==> src/rtl/seg7_pkg.sv <==
// Shared constants for the seven-segment scan driver: digit count, blank
// patterns and the active-low hex-to-segment table.
package seg7_pkg;

    localparam int SEG7_DIGITS = 8;
    localparam logic [7:0] SEG7_BLANK  = 8'hFF;
    localparam logic [7:0] SEG7_AN_OFF = 8'hFF;

    // Entry n is the active-low segment byte for hex digit n; bit 7 (dp) stays high.
    localparam logic [15:0][7:0] SEG7_HEX_TABLE = {
        8'h8E, 8'h86, 8'hA1, 8'hC6, 8'h83, 8'h88, 8'h90, 8'h80,
        8'hF8, 8'h82, 8'h92, 8'h99, 8'hB0, 8'hA4, 8'hF9, 8'hC0
    };

endpackage

==> src/rtl/seg7_hex_decode.sv <==
// Combinational hex nibble to active-low seven-segment pattern (dp off).
module seg7_hex_decode
    import seg7_pkg::*;
(
    input  logic [3:0] nibble,
    output logic [7:0] seg
);

    assign seg = SEG7_HEX_TABLE[nibble];

endmodule

==> src/rtl/seg7_scan_driver.sv <==
// Memory-mapped 8-digit common-anode display scanner with registered outputs.
// Optional leading-zero suppression is enabled by defining SEG7_ZERO_BLANK_EN.
module seg7_scan_driver
    import seg7_pkg::*;
#(
    parameter int CLK_DIV = 100000
) (
    input  logic        clk,
    input  logic        rst,
    input  logic        seg7_cs,
    input  logic [31:0] wdata,
    output logic [7:0]  seg,
    output logic [7:0]  an
);

    localparam int PW = $clog2(CLK_DIV);
    localparam logic [PW-1:0] PRESC_MAX = PW'(CLK_DIV - 1);

    logic [31:0]   data_r;
    logic [PW-1:0] presc_r;
    logic [2:0]    idx_r;
    logic [7:0]    seg_r;
    logic [7:0]    an_r;

    logic          tick_s;
    logic [2:0]    next_idx_s;
    logic [3:0]    nibble_s;
    logic [7:0]    dec_seg_s;
    logic [7:0]    next_seg_s;
    logic [7:0]    next_an_s;
    logic          blank_s;

    // Slot timing and selection of the digit that becomes visible on the next tick.
    always_comb begin
        tick_s     = (presc_r == PRESC_MAX);
        next_idx_s = idx_r + 3'd1;
        nibble_s   = data_r[{next_idx_s, 2'b00} +: 4];
        next_an_s  = ~(8'b0000_0001 << next_idx_s);
    end

    seg7_hex_decode u_hex_decode (
        .nibble (nibble_s),
        .seg    (dec_seg_s)
    );

    // Leading-zero blanking: a digit above 0 is dark when it and every higher nibble are zero.
    always_comb begin
        blank_s = 1'b0;
`ifdef SEG7_ZERO_BLANK_EN
        if ((next_idx_s != 3'd0) && ((data_r >> {next_idx_s, 2'b00}) == 32'd0)) begin
            blank_s = 1'b1;
        end else begin
            blank_s = 1'b0;
        end
`endif
        if (blank_s) begin
            next_seg_s = SEG7_BLANK;
        end else begin
            next_seg_s = dec_seg_s;
        end
    end

    // Data register: every strobed write lands in one cycle, last write wins.
    always_ff @(posedge clk) begin
        if (rst) begin
            data_r <= 32'd0;
        end else if (seg7_cs) begin
            data_r <= wdata;
        end
    end

    // Prescaler wraps at CLK_DIV-1, defining one digit slot.
    always_ff @(posedge clk) begin
        if (rst) begin
            presc_r <= '0;
        end else if (tick_s) begin
            presc_r <= '0;
        end else begin
            presc_r <= presc_r + PW'(1);
        end
    end

    // Index starts at 7 so the first tick after reset lights digit 0.
    always_ff @(posedge clk) begin
        if (rst) begin
            idx_r <= 3'd7;
            an_r  <= SEG7_AN_OFF;
            seg_r <= SEG7_BLANK;
        end else if (tick_s) begin
            idx_r <= next_idx_s;
            an_r  <= next_an_s;
            seg_r <= next_seg_s;
        end
    end

    assign seg = seg_r;
    assign an  = an_r;

endmodule

==> config.mk <==
export PLATFORM = sky130hd
export DESIGN_NAME = seg7_scan_driver
export DESIGN_NICKNAME = d
export VERILOG_FILES = /design/src/rtl/seg7_pkg.sv /design/src/rtl/seg7_hex_decode.sv /design/src/rtl/seg7_scan_driver.sv
export SDC_FILE = /design/constraint.sdc
export NUM_CORES = 1
export LEC_CHECK = 0
export BUFFER_PORTS_ARGS = -buffer_cell sky130_fd_sc_hd__buf_2
export CAP_MARGIN = 40
export CORE_MARGIN = 5
export CORE_UTILIZATION = 51
export DETAILED_ROUTE_END_ITERATION = 6
export PLACE_DENSITY_LB_ADDON = 0.25
export SLEW_MARGIN = 10
export SYNTH_ARGS = -nofsm -noshare
export SYNTH_HDL_FRONTEND = slang
export SYNTH_SLANG_ARGS = --single-unit
==> constraint.sdc <==
create_clock -name clk -period 3.6 [get_ports clk]
set_clock_uncertainty 0.2 [all_clocks]
set_input_delay 0.18 -clock clk [delete_from_list [all_inputs] [get_ports clk]]
set_output_delay 0.18 -clock clk [all_outputs]
set_load 0.01 [all_outputs]
==> run metrics, run 1 <==
Setup TNS Final=0 ns; fin crit share=88.0%; drt pass-1 iters=4; fraction of registers with async set/reset=0%; CTS tree=built; Post-Synth XOR/XNOR Area=6.44%; post-synthesis simple-gate area fraction=17.4%; Synth Register Bits=67; Syn-to-layout area delta=23.8%; # Post-CTS Setup Buffers=0; detailed-route via count=2704; Final nets=479; Final ANT Viol Nets=0; DP HPWL=5090 microns; CP required=3.62 ns; PD cells=366 nW/um^2; synthesized net count=400; dpl cell area=3700 sq um; Synth Area in Compound Gates=7.06%; Netlist Area Pre-Place=3400 sq um; largest family of logic cells by synthesized area=multiplexers; Worst slew margin=49.0%; first-pass GRT wire length=12700 microns; largest net degree at the start of global routing=41; outcome=completed; Die Y=91.7 microns; # setup viols final=0; Synth cell types=49; vias in the first global route=2666; clk_lat worst skew=0.35 ns; Remaining Overflow, GRT=0; Clock Pin Slew Worst Setup and Hold Paths=0.09 ns; clk sinks=67; Seq/Total Area, Yosys=39.4%; First DRT Iteration DRCs=92; Post-synth EDFFs=0; Synth area leader=dfxtp_1; post-CTS sizing=0; H-tree lvl count=3; layout cell share with drive strength beyond 1=20.4%; area share of the largest cell type after synthesis=39.4%; VDD IR max=0.240 mV; actual slew at the worst max-slew pin=0.765 ns; Inserted Diodes=0; area of the die=8400 sq um; Initial Util=53.0%; worst-path maximum fanout=8; Commonest cells post-synth=dfxtp_1 (67), nor2_1 (58), mux2i_1 (36); clock buffer depth=2; Mapped Cells=353; Placer Congestion=0.853; Final Hold Viols=0; DR WL/cell=14.4 microns; GR Util All Layers=18.5%; CP Capture Type=flop; Core ar.=6420 sq um; I/O pin count=51; f_max=0.316 GHz; post-route cell area=4210 sq um; via/cell ratio=5.26; warning count from the yosys run=0; cts bufs inserted=9; Top FF cell, synth=dfxtp_1; DIE WIDTH=91.7 microns; worst hold path type=primary input to flop; mux cell area share after synthesis=21.0%; Max Cap Viol=0; synth top area cells=dfxtp_1 (39%), mux2i_1 (11%), nor2_1 (6.4%); fin crit period=3.17 ns; Static Leak=1.77 nW; Max Slew Vio Count=0; WS Path Type=flop to flop; crit start category=flop; number of port buffers=49; RSZ-0062 raised after global routing=false; initial antenna violation count=0; DRT Wirelength=7400 microns; most frequent cell after synthesis=dfxtp_1; Avg Inst Size Synth=9.63 sq um; site row count=29; CTS root buffer=clkbuf_8; drt drc=0; Worst Path Arrival=3.19 ns; Synth Area in Adders=4.42%; Hold Slack=0.167 ns
==> placed cells by master, fill, tap and decap left out, types with 4 or more instances in the layout <==
master,n
nand3_1,18
xor2_1,15
ha_1,12
dlygate4sd3_1,32
dfxtp_1,67
xnor2_1,10
buf_4,5
or3_1,4
clkbuf_8,10
buf_2,49
mux4_2,6
mux2i_1,36
o211ai_1,5
nand2_1,23
nand4_1,4
mux4_1,4
a21oi_1,8
inv_1,9
o21ai_0,13
mux2_2,5
nor2_1,58
==> where the power goes <==
part	total, mW	internal, mW	switching, mW
clock network	0.582	0.274	0.308
logic	0.174	0.0956	0.0782
registers	0.786	0.765	0.0208
total	1.54	1.13	0.407
==> cells by family after synthesis <==
kind of cell    Yosys count
mux                      54
compound gates           37
buf+inv                  29
simple gates            128
flops                    67
xor+xnor                 25
other cells               1
fa+ha+maj                12
==> area by class of cell <==
class | count | area (sq um)
timing repair buffer | 87 | 631
clock buffer | 10 | 138
fill | 490 | 2210
sequential | 67 | 1340
inverter | 10 | 37.5
clock inverter | 6 | 50.0
multi-input combinational | 257 | 1920
tap | 77 | 96.3
==> layer usage <==
| layer | share of wire (%) | GRT usage, % | vias up | wire length [microns] |
|---|---|---|---|---|
| met1 | 47 | 23.4 | 1266 | 3460 |
| met4 | 1.1 | 6.78 | 0 | 83 |
| li1 | - | - | 1385 | - |
| met5 | 0 | 0 | - | 0 |
| met3 | 3.4 | 4.34 | 9 | 255 |
| met2 | 49 | 30.9 | 44 | 3600 |
==> path summary, 6_finish.rpt <==
check	startpoint	endpoint	slack, ns	depth (start not counted)
hold reg to reg	presc_r[0]$_SDFF_PP0_	presc_r[0]$_SDFF_PP0_	0.28	1
setup reg to reg	idx_r[1]$_SDFFE_PP1N_	seg[3]$_SDFFE_PP1N_	0.43	10
setup / recovery	idx_r[1]$_SDFFE_PP1N_	seg[3]$_SDFFE_PP1N_	0.43	10
hold / removal	seg7_cs	data_r[9]$_SDFFE_PP0P_	0.17	3
==> critical path, cell delays in order, from the launching register on <==
cell,delay [ns]
dfxtp_1,0.40
inv_1,0.10
ha_1,0.54
mux4_1,0.67
nand2_1,0.09
and2_1,0.20
inv_1,0.10
ha_1,0.25
mux2_1,0.30
mux2i_1,0.13
o21ai_1,0.07
==> flip-flops by register name (all words and copies together), names as in the netlist <==
signal   count
presc_r     17
an           8
seg          7
data_r      32
idx_r        3
==> metrics by stage <==
stage	util (%)	instances	power (mW)	worst slack, ns
2_1_floorplan	-	353	0.901	0.105
3_3_place_gp	57.1	464	0.942	0.533
3_5_place_dp	57.6	466	0.948	0.454
4_1_cts	65.6	514	1.55	0.430
5_1_grt	65.6	514	1.61	0.241
6_report	65.6	514	1.54	0.433
==> repair_timing <==
item                       in CTS  in global routing
hold endpoints to repair       32                  0
hold buffers                   32                  0
setup endpoints to repair       0                  0
Note: power is estimated with default switching activity, not from simulation.
==> run 2: changes to the inputs <==
==> constraint.sdc (replaced) <==
create_clock -name clk -period 2.7 [get_ports clk]
set_clock_uncertainty 0.2 [all_clocks]
set_input_delay 0.135 -clock clk [delete_from_list [all_inputs] [get_ports clk]]
set_output_delay 0.135 -clock clk [all_outputs]
set_load 0.01 [all_outputs]
==> run metrics, run 2 (synthesized netlist as in run 1, its figures left out) <==
Clock Pin Slew Worst Setup and Hold Paths=0.08 ns; slowest CP cell=mux4_2; commonest non-fill, non-tap cell in the layout=dfxtp_1; Static Leak=1.86 nW; Initial Util=53.0%; Final Non-Filler Cells=528; actual slew at the worst max-slew pin=0.640 ns; Max Cap Viol=0; total power draw=2.30 mW; Inserted Diodes=0; drt pass-1 iters=4; clock buffer depth=2; CP required=2.74 ns; WS Path Type=flop to flop; number of port buffers=49; Crit Reg-Reg Startpoint=idx_r[0]$_SDFFE_PP1N_; I/O pin count=51; via/cell ratio=5.26; DR WL/cell=14.8 microns; Worst Path Arrival=2.63 ns; clk sinks=67; CTS root buffer=clkbuf_8; Core ar.=6420 sq um; cts bufs inserted=9; detailed-route via count=2779; CP Capture Type=flop; # placed instances=475; hold path startpoint=seg7_cs; critical path's largest stage delay=0.55 ns; GR Util All Layers=19.5%; site row count=29; initial antenna violation count=0; largest net degree at the start of global routing=40; clk_lat worst skew=0.35 ns; Worst slew margin=57.0%; PD cells=519 nW/um^2; CTS tree=built; commonest non-fill, non-tap cells in the layout=dfxtp_1 (65), nor2_1 (58), buf_2 (49), mux2i_1 (36), dlygate4sd3_1 (33); DP HPWL=5270 microns; layout cell share with drive strength beyond 1=25.9%; worst hold path type=primary input to flop; Final nets=493; H-tree lvl count=3; crit start category=flop; Setup TNS Final=0 ns; vias in the first global route=2780; DRT Wirelength=7840 microns; outcome=completed; Max Slew Vio Count=0; Syn-to-layout area delta=30.3%; max reg flops=32; f_max=0.386 GHz; CP Launch Point=idx_r[0]$_SDFFE_PP1N_; fin crit share=96.0%; area of the die=8400 sq um; worst-path maximum fanout=7; # setup viols final=0; drt drc=0; VDD IR max=0.509 mV; Hold Slack=0.0377 ns; Final Hold Viols=0; first-pass GRT wire length=13200 microns; most flop-heavy register=data_r; Die Y=91.7 microns; crit-path cells=inv_4, ha_4, mux4_2, nand2_1, and2_4, inv_2, ha_1, mux2_4, mux2i_1, o21ai_1; Placer Congestion=0.850; fin crit period=2.59 ns; DIE WIDTH=91.7 microns; Remaining Overflow, GRT=0; Final ANT Viol Nets=0; First DRT Iteration DRCs=118
==> run 2: changes by cell type in the layout (fill, tap and decap cells not counted), sizes merged <==
cell / before / now
buf: 55 / 68
clkinv: 4 / 2
clkinvlp: 2 / 1
bufinv: 0 / 2
clkbuf: 10 / 11
dlygate4sd3: 32 / 33
==> run 2: final cells by class <==
class,instances,area (sq um)
Fill cell,508,1990
Multi-Input combinational cell,257,1970
Sequential cell,67,1350
Timing Repair Buffer,101,734
Clock buffer,11,163
Tap cell,77,96.3
Clock inverter,5,81.3
Inverter,10,40.0
==> run 2: metrics by stage <==
| step | setup WS (ns) | utilization [%] | area (sq um) |
|---|---|---|---|
| 3_5_place_dp | 0.00544 | 59.2 | 3800 |
| 2_1_floorplan | -0.176 | - | 3450 |
| 3_3_place_gp | 0.0934 | 58.9 | 3780 |
| 5_1_grt | -0.0398 | 69.0 | 4430 |
| 4_1_cts | 0.0235 | 68.2 | 4380 |
| 6_report | 0.109 | 69.0 | 4430 |
==> run 2: path summary, 6_finish.rpt <==
kind                            end  slack, ns  depth (start not counted)
max             seg[3]$_SDFFE_PP1N_       0.11                         10
min          data_r[4]$_SDFFE_PP0P_       0.04                          3
max reg2reg     seg[3]$_SDFFE_PP1N_       0.11                         10
min reg2reg     seg[3]$_SDFFE_PP1N_       0.27                          2
==> run 2: power breakdown <==
part           internal (mW)  total, mW  switching [mW]  leakage [nW]
logic                  0.140      0.252           0.112          1.19
registers               1.02       1.05          0.0282         0.547
clock network          0.603       1.00           0.398         0.121
total                   1.76       2.30           0.539          1.86
==> run 2: critical path: cells and delay by family, from the launching register on <==
family / cells / cell delay (ns)
buffers and inverters: 2 / 0.11
flip-flops: 1 / 0.36
multiplexers: 3 / 0.93
AO/OA/AOI/OAI: 1 / 0.07
AND/OR/NAND/NOR: 2 / 0.28
adder cells (fa/ha/maj): 2 / 0.53
==> run 2: timing repair <==
item / 4_1_cts / 5_1_grt
resized for setup: 1 / 7
hold buffers: 33 / 0
endpoints found under the hold margin: 42 / 0
setup endpoints to repair: 1 / 6
pin swaps: 0 / 1
buffers inserted: 0 / 4
==> run 2: layer usage <==
layer  routed length (microns)  share of wire (%)  global-route usage [%]  vias to the layer above
li1                          -                  -                       -                     1418
met1                      3630                 46                    25.7                     1293
met2                      3770                 48                    31.3                       56
met3                       335                4.3                    5.07                       12
met4                        99                1.3                    6.41                        0
met5                         0                  0                       0                        -
